**src/rtl/equihash_result_tx_if.sv**
```systemverilog
// Verifier result mask type and the AXI-stream bundle used by the Equihash reply path.
package equihash_result_tx_pkg;
   typedef struct packed {
      logic [4:0] rsvd;
      logic       xor_fail;
      logic       order_fail;
      logic       dup_fail;
   } equihash_bm_t;
endpackage

interface if_axi_stream #(parameter int unsigned BYTS = 8);
   localparam int unsigned DAT_W = BYTS * 8;
   localparam int unsigned MOD_W = (BYTS > 1) ? $clog2(BYTS) : 1;
   localparam int unsigned CTL_W = 8;

   logic             val;
   logic             sop;
   logic             eop;
   logic             err;
   logic             rdy;
   logic [CTL_W-1:0] ctl;
   logic [MOD_W-1:0] mod;
   logic [DAT_W-1:0] dat;

   modport master (output val, sop, eop, err, ctl, mod, dat, input rdy);
   modport slave  (input val, sop, eop, err, ctl, mod, dat, output rdy);
endinterface

```
**src/rtl/equihash_result_tx.sv**
```systemverilog
// Serialises verifier results into 2-beat reply packets (header + mask) with a
// 2-deep result buffer; results arriving with both slots occupied are dropped and counted.
module equihash_result_tx
   import equihash_result_tx_pkg::*;
#(
   parameter int unsigned DAT_BYTS  = 8,
   parameter int unsigned MASK_BITS = $bits(equihash_bm_t),
   parameter logic [15:0] MSG_TYPE  = 16'h0101
) (
   input  logic                 i_clk,
   input  logic                 i_rst,
   input  logic [MASK_BITS-1:0] i_mask,
   input  logic                 i_mask_val,
   if_axi_stream.master         o_axi,
   output logic                 o_busy,
   output logic [7:0]           o_drop_cnt
);
   localparam int unsigned DAT_W = DAT_BYTS * 8;
   localparam int unsigned TAG_W = 32;

   if (DAT_BYTS != 8) begin : g_bad_bytes
      $fatal(1, "equihash_result_tx: only DAT_BYTS=8 is supported");
   end
   if (MASK_BITS > 64) begin : g_bad_mask
      $fatal(1, "equihash_result_tx: MASK_BITS must be <= 64");
   end

   typedef enum logic [1:0] {IDLE, HDR, MASK} state_t;

   state_t               state_q,    state_d;
   logic [MASK_BITS-1:0] act_mask_q, act_mask_d;
   logic [TAG_W-1:0]     act_tag_q,  act_tag_d;
   logic                 pend_vld_q, pend_vld_d;
   logic [MASK_BITS-1:0] pend_mask_q, pend_mask_d;
   logic [TAG_W-1:0]     pend_tag_q, pend_tag_d;
   logic [TAG_W-1:0]     seq_q,      seq_d;
   logic [7:0]           drop_q,     drop_d;
   logic                 val_q, val_d, sop_q, sop_d, eop_q, eop_d, err_q, err_d;
   logic [DAT_W-1:0]     dat_q,      dat_d;
   logic                 busy_q,     busy_d;

   logic xfer_c, retire_c, act_free_c, pend_free_c;

   // Next-state, slot allocation and registered beat contents
   always_comb begin
      state_d     = state_q;
      act_mask_d  = act_mask_q;
      act_tag_d   = act_tag_q;
      pend_vld_d  = pend_vld_q;
      pend_mask_d = pend_mask_q;
      pend_tag_d  = pend_tag_q;
      seq_d       = seq_q;
      drop_d      = drop_q;

      xfer_c      = val_q & o_axi.rdy;
      retire_c    = (state_q == MASK) & xfer_c;
      act_free_c  = (state_q == IDLE) | (retire_c & ~pend_vld_q);
      pend_free_c = ~pend_vld_q | retire_c;

      case (state_q)
         HDR:     if (xfer_c) state_d = MASK;
         MASK: begin
            if (retire_c) begin
               if (pend_vld_q) begin
                  act_mask_d = pend_mask_q;
                  act_tag_d  = pend_tag_q;
                  pend_vld_d = 1'b0;
                  state_d    = HDR;
               end else begin
                  state_d    = IDLE;
               end
            end
         end
         default: ;
      endcase

      if (i_mask_val) begin
         if (act_free_c) begin
            act_mask_d = i_mask;
            act_tag_d  = seq_q;
            seq_d      = seq_q + TAG_W'(1);
            state_d    = HDR;
         end else if (pend_free_c) begin
            pend_mask_d = i_mask;
            pend_tag_d  = seq_q;
            pend_vld_d  = 1'b1;
            seq_d       = seq_q + TAG_W'(1);
         end else if (drop_q != 8'hFF) begin
            drop_d = drop_q + 8'd1;
         end
      end

      val_d  = (state_d != IDLE);
      sop_d  = (state_d == HDR);
      eop_d  = (state_d == MASK);
      err_d  = (state_d == MASK) & (|act_mask_d);
      dat_d  = (state_d == HDR) ? DAT_W'({act_tag_d, 16'd16, MSG_TYPE}) : DAT_W'(act_mask_d);
      busy_d = (state_d != IDLE) | pend_vld_d;
   end

   always_ff @(posedge i_clk or posedge i_rst) begin
      if (i_rst) begin
         state_q     <= IDLE;
         act_mask_q  <= '0;
         act_tag_q   <= '0;
         pend_vld_q  <= 1'b0;
         pend_mask_q <= '0;
         pend_tag_q  <= '0;
         seq_q       <= '0;
         drop_q      <= '0;
         val_q       <= 1'b0;
         sop_q       <= 1'b0;
         eop_q       <= 1'b0;
         err_q       <= 1'b0;
         dat_q       <= '0;
         busy_q      <= 1'b0;
      end else begin
         state_q     <= state_d;
         act_mask_q  <= act_mask_d;
         act_tag_q   <= act_tag_d;
         pend_vld_q  <= pend_vld_d;
         pend_mask_q <= pend_mask_d;
         pend_tag_q  <= pend_tag_d;
         seq_q       <= seq_d;
         drop_q      <= drop_d;
         val_q       <= val_d;
         sop_q       <= sop_d;
         eop_q       <= eop_d;
         err_q       <= err_d;
         dat_q       <= dat_d;
         busy_q      <= busy_d;
      end
   end

   assign o_axi.val  = val_q;
   assign o_axi.sop  = sop_q;
   assign o_axi.eop  = eop_q;
   assign o_axi.err  = err_q;
   assign o_axi.dat  = dat_q;
   assign o_axi.ctl  = '0;
   assign o_axi.mod  = '0;
   assign o_busy     = busy_q;
   assign o_drop_cnt = drop_q;
endmodule

```
**src/flat_wrapper.sv**
```systemverilog
// flat-port wrapper written by rule: the top's interface ports become plain ports
module equihash_result_tx_flat import equihash_result_tx_pkg::*;
#(
   parameter int unsigned DAT_BYTS  = 8,
   parameter int unsigned MASK_BITS = $bits(equihash_bm_t),
   parameter logic [15:0] MSG_TYPE  = 16'h0101
)
  (i_clk, i_rst, i_mask, i_mask_val, o_busy, o_drop_cnt, o_axi_val, o_axi_sop, o_axi_eop, o_axi_err, o_axi_ctl, o_axi_mod, o_axi_dat, o_axi_rdy);
  if_axi_stream #(.BYTS(8)) o_axi_i ();
  input  logic i_clk;
  input  logic i_rst;
  input  logic [MASK_BITS-1:0] i_mask;
  input  logic i_mask_val;
  output logic o_busy;
  output logic [7:0] o_drop_cnt;
  output wire logic [$bits(o_axi_i.val)-1:0] o_axi_val;
  output wire logic [$bits(o_axi_i.sop)-1:0] o_axi_sop;
  output wire logic [$bits(o_axi_i.eop)-1:0] o_axi_eop;
  output wire logic [$bits(o_axi_i.err)-1:0] o_axi_err;
  output wire logic [$bits(o_axi_i.ctl)-1:0] o_axi_ctl;
  output wire logic [$bits(o_axi_i.mod)-1:0] o_axi_mod;
  output wire logic [$bits(o_axi_i.dat)-1:0] o_axi_dat;
  input wire logic [$bits(o_axi_i.rdy)-1:0] o_axi_rdy;
  assign o_axi_val = o_axi_i.val;
  assign o_axi_sop = o_axi_i.sop;
  assign o_axi_eop = o_axi_i.eop;
  assign o_axi_err = o_axi_i.err;
  assign o_axi_ctl = o_axi_i.ctl;
  assign o_axi_mod = o_axi_i.mod;
  assign o_axi_dat = o_axi_i.dat;
  assign o_axi_i.rdy = o_axi_rdy;
  equihash_result_tx #(.DAT_BYTS(DAT_BYTS), .MASK_BITS(MASK_BITS), .MSG_TYPE(MSG_TYPE)) u_core (.i_clk(i_clk), .i_rst(i_rst), .i_mask(i_mask), .i_mask_val(i_mask_val), .o_axi(o_axi_i), .o_busy(o_busy), .o_drop_cnt(o_drop_cnt));
endmodule
```
**config.mk**
```make
export PLATFORM = sky130hd
export DESIGN_NAME = equihash_result_tx_flat
export DESIGN_NICKNAME = d
export VERILOG_FILES = /design/src/rtl/equihash_result_tx_if.sv /design/src/rtl/equihash_result_tx.sv /design/src/flat_wrapper.sv
export SDC_FILE = /design/constraint.sdc
export NUM_CORES = 1
export LEC_CHECK = 0
export ABC_CLOCK_PERIOD_IN_PS = 6360
export CORE_AREA = 2 2 162 164
export CTS_CLUSTER_DIAMETER = 120
export DETAILED_ROUTE_END_ITERATION = 12
export DIE_AREA = 0 0 164 166
export SYNTH_ARGS = -nofsm -noshare
export SYNTH_HDL_FRONTEND = slang
export SYNTH_SLANG_ARGS = --single-unit
```
**constraint.sdc**
```tcl
create_clock -name i_clk -period 6.36 [get_ports i_clk]
set_input_delay 0.636 -clock i_clk [delete_from_list [all_inputs] [get_ports i_clk]]
set_output_delay 0.636 -clock i_clk [all_outputs]
set_load 0.01 [all_outputs]
```
==> flow_summary.toml <==
[run_status]
status = "complete, no violations"

[die]
die_h_um = 166
start_util = 0.293
ios = 100
rows = 59
core_area_um2 = 25600
dieArea_um2 = 27200
die_w_um = 164

[sta]
setup_tns_ps = 0
clock.fmax_mhz = 337
hold_viol = 0
min_period_ps = 2970
period_share = 0.467
final-setup-viol-count = 0
skew_ps = 7.97
maxSlewViolCount = 0
whs_ps = 506
max_slew_margin = 0.227
rsz0062_at_grt = "false"
worst_pin_slew_ps = 1160

[cells_and_area]
final_cell_mix = "dfrtp_1 (168), nor2_1 (109), clkdlybuf4s50_1 (66)"
design_area_um2 = 8990
nets = 712
final_core_util = 0.351
n_antenna_cell = 0
final_common_cell = "dfrtp_1"
syn_to_final_growth_pct = 19.6
post_route_cells_drive_above_1_share = 0.169
n_fill_cell = 2487

[synthesis]
synth_cell_types = 43
synthFlopType = "dfrtp_1"
seq_area_frac_synth = 0.559
syn_inst = 637
async_flop_share = 1.00
yosys.area.top_type = "dfrtp_1"
synth_area_leaders = "dfrtp_1 (56%), mux2_4 (8.0%), nor2_1 (5.4%), mux2_2 (5.1%), buf_4 (3.5%)"
synth_edf_count = 0
synth_seq_cells = 168
syn-cell-area_um2 = 7520
syn_avg_cell_area_um2 = 11.8
synth_top_area_frac = 0.559
yosys_warnings = 0

[clock_network]
clk_latency_ps = 430
postCtsSetupRepairBufs = 0
cts_buffers = 17
postCtsHoldBufs = 0
h-tree-depth = 4
cts_tree = "built"
cts_buffer_depth = 2
clk_pin_slew_ps = 60
cts_root_buffer = "clkbuf_16"
cts-resized-gates = 0
clock-sinks = 168

[power_and_ir_drop]
p_total_uw = 4130
p_leak_uw = 0.00414
power_frac_comb = 0.341
p_sw_uw = 1320
cellPowerDensity_nw_per_um2 = 460
p_seq_frac = 0.397
vdd.ir_drop.worst_v = 0.000224
clockPowerShare = 0.261
switching_share = 0.320
internal_power_uw = 2810

[global_route]
grt-ovfl-total = 0
grt_max_degree = 70
grt_antenna_before_repair = 0
grt_pass1_wl_um = 25000
grt_pass1_vias = 4727
grt_use_total = 0.116

[worst_setup_path]
cp_slowest_cell = "or4_2"
path_buf_inv = 2
cp-end-kind = "flip-flop"
cp.arrival_ps = 3280
critPathMaxStageDelay_ps = 1030
cp-startpoint = "o_axi_rdy"
crit_family = "simple AND/OR/NAND/NOR gates"
criticalPathCategory = "input port to flip-flop"
cp_cell_sequence = "clkdlybuf4s50_1 > and3_1 > nor2_1 > or4_2 > buf_4 > mux2_4"
cp_max_fo = 23
r2r-start = "u_core.state_q[0]$_DFF_PP0_"
required_ps = 6670
critPathLaunchType = "input port"

[route]
wl_um = 14800
viasPerCell = 4.50
drc = 0
vias = 4683
wire_per_inst_um = 14.2
antenna_left = 0
first_pass_iters = 4
drtIter0Drc = 260

[place]
place_hpwl_um = 9590
place_congestion = 0.719
numPortBuffers = 66
placed_area_um2 = 8380

[hold_path]
hp-start = "u_core.o_drop_cnt[5]$_DFFE_PP0P_"
worstHoldPathType = "flip-flop to flip-flop"

[flow_run]
maxCapViolations = 0
cells in the mapped netlist, drive strengths merged (2+ instances only):
cell	n
mux2i	9
o21ai	10
nand3	14
nand2	24
xnor2	13
or3	2
nor2	109
mux2	74
and3	7
buf	50
nor3b	9
nand4	15
a211oi	32
inv	8
ha	5
a21oi	3
clkbuf	17
nor4	11
dfrtp	168
and4	4
xor2	25
nor3	13
and2	2
power by group through the flow:
stage | Combinational, uW | Sequential [uW] | Clock (uW)
floorplan | 964 | 1640 | 0
global placement | 1410 | 1650 | 0
detailed placement | 1430 | 1660 | 0
CTS | 1440 | 1650 | 1100
global route | 1570 | 1690 | 1150
finish | 1410 | 1640 | 1080
per-layer routing:
layer	track usage	share of wire	routed length (um)	up-vias
li1	-	-	-	2248
met2	0.182	0.48	7070	78
met1	0.153	0.47	7030	2343
met4	0.0435	0.014	208	0
met3	0.0300	0.036	528	14
met5	0	0	0	-
final cells by class:
class / instances / area [um^2] / share of cell area
multi-input combinational: 426 / 3000 / 0.334
inverter: 8 / 35.0 / 0.00390
clock buffer: 22 / 464 / 0.0516
timing repair buffer: 74 / 721 / 0.0802
clock inverter: 8 / 146 / 0.0163
tap: 335 / 419 / 0.0466
sequential: 168 / 4200 / 0.468
final timing paths:
path | end | slack (ps) | depth (start not counted)
hold reg to reg | u_core.o_drop_cnt[5]$_DFFE_PP0P_ | 510 | 1
max in group asynchronous | u_core.pend_mask_q[7]$_DFFE_PP0P_ | 4480 | 3
min in group asynchronous | u_core.o_axi.eop$_DFF_PP0_ | 600 | 2
setup reg to reg | u_core.pend_tag_q[28]$_DFFE_PP0P_ | 3430 | 7
hold / removal | u_core.o_drop_cnt[5]$_DFFE_PP0P_ | 510 | 1
setup / recovery | u_core.pend_tag_q[28]$_DFFE_PP0P_ | 3390 | 6
metrics by stage:
step,instances,setup WS [ps]
finish,1041,3390
global placement,1011,2970
floorplan,669,1180
global route,1041,3270
detailed placement,1011,2930
CTS,1041,3390
registers in the layout, summed over array words and instances (netlist names):
register,cells
u_core.o_axi.dat,41
u_core.act_tag_q,32
u_core.pend_tag_q,32
u_core.seq_q,32
u_core.act_mask_q,8
u_core.o_drop_cnt,8
u_core.pend_mask_q,8
u_core.state_q,2
u_core.o_axi.eop,1
u_core.o_axi.err,1
u_core.o_axi.val,1
u_core.o_busy,1
u_core.pend_vld_q,1
kinds of logic after synthesis:
logic type	share of synthesized area
XOR/XNOR	0.0443
AO/OA/AOI/OAI	0.0489
flip-flops	0.559
buffers and inverters	0.0603
AND/OR/NAND/NOR	0.136
multiplexers	0.143
other	0.000499
adder cells (fa/ha/maj)	0.00832
(Power assumes the default switching activity.)
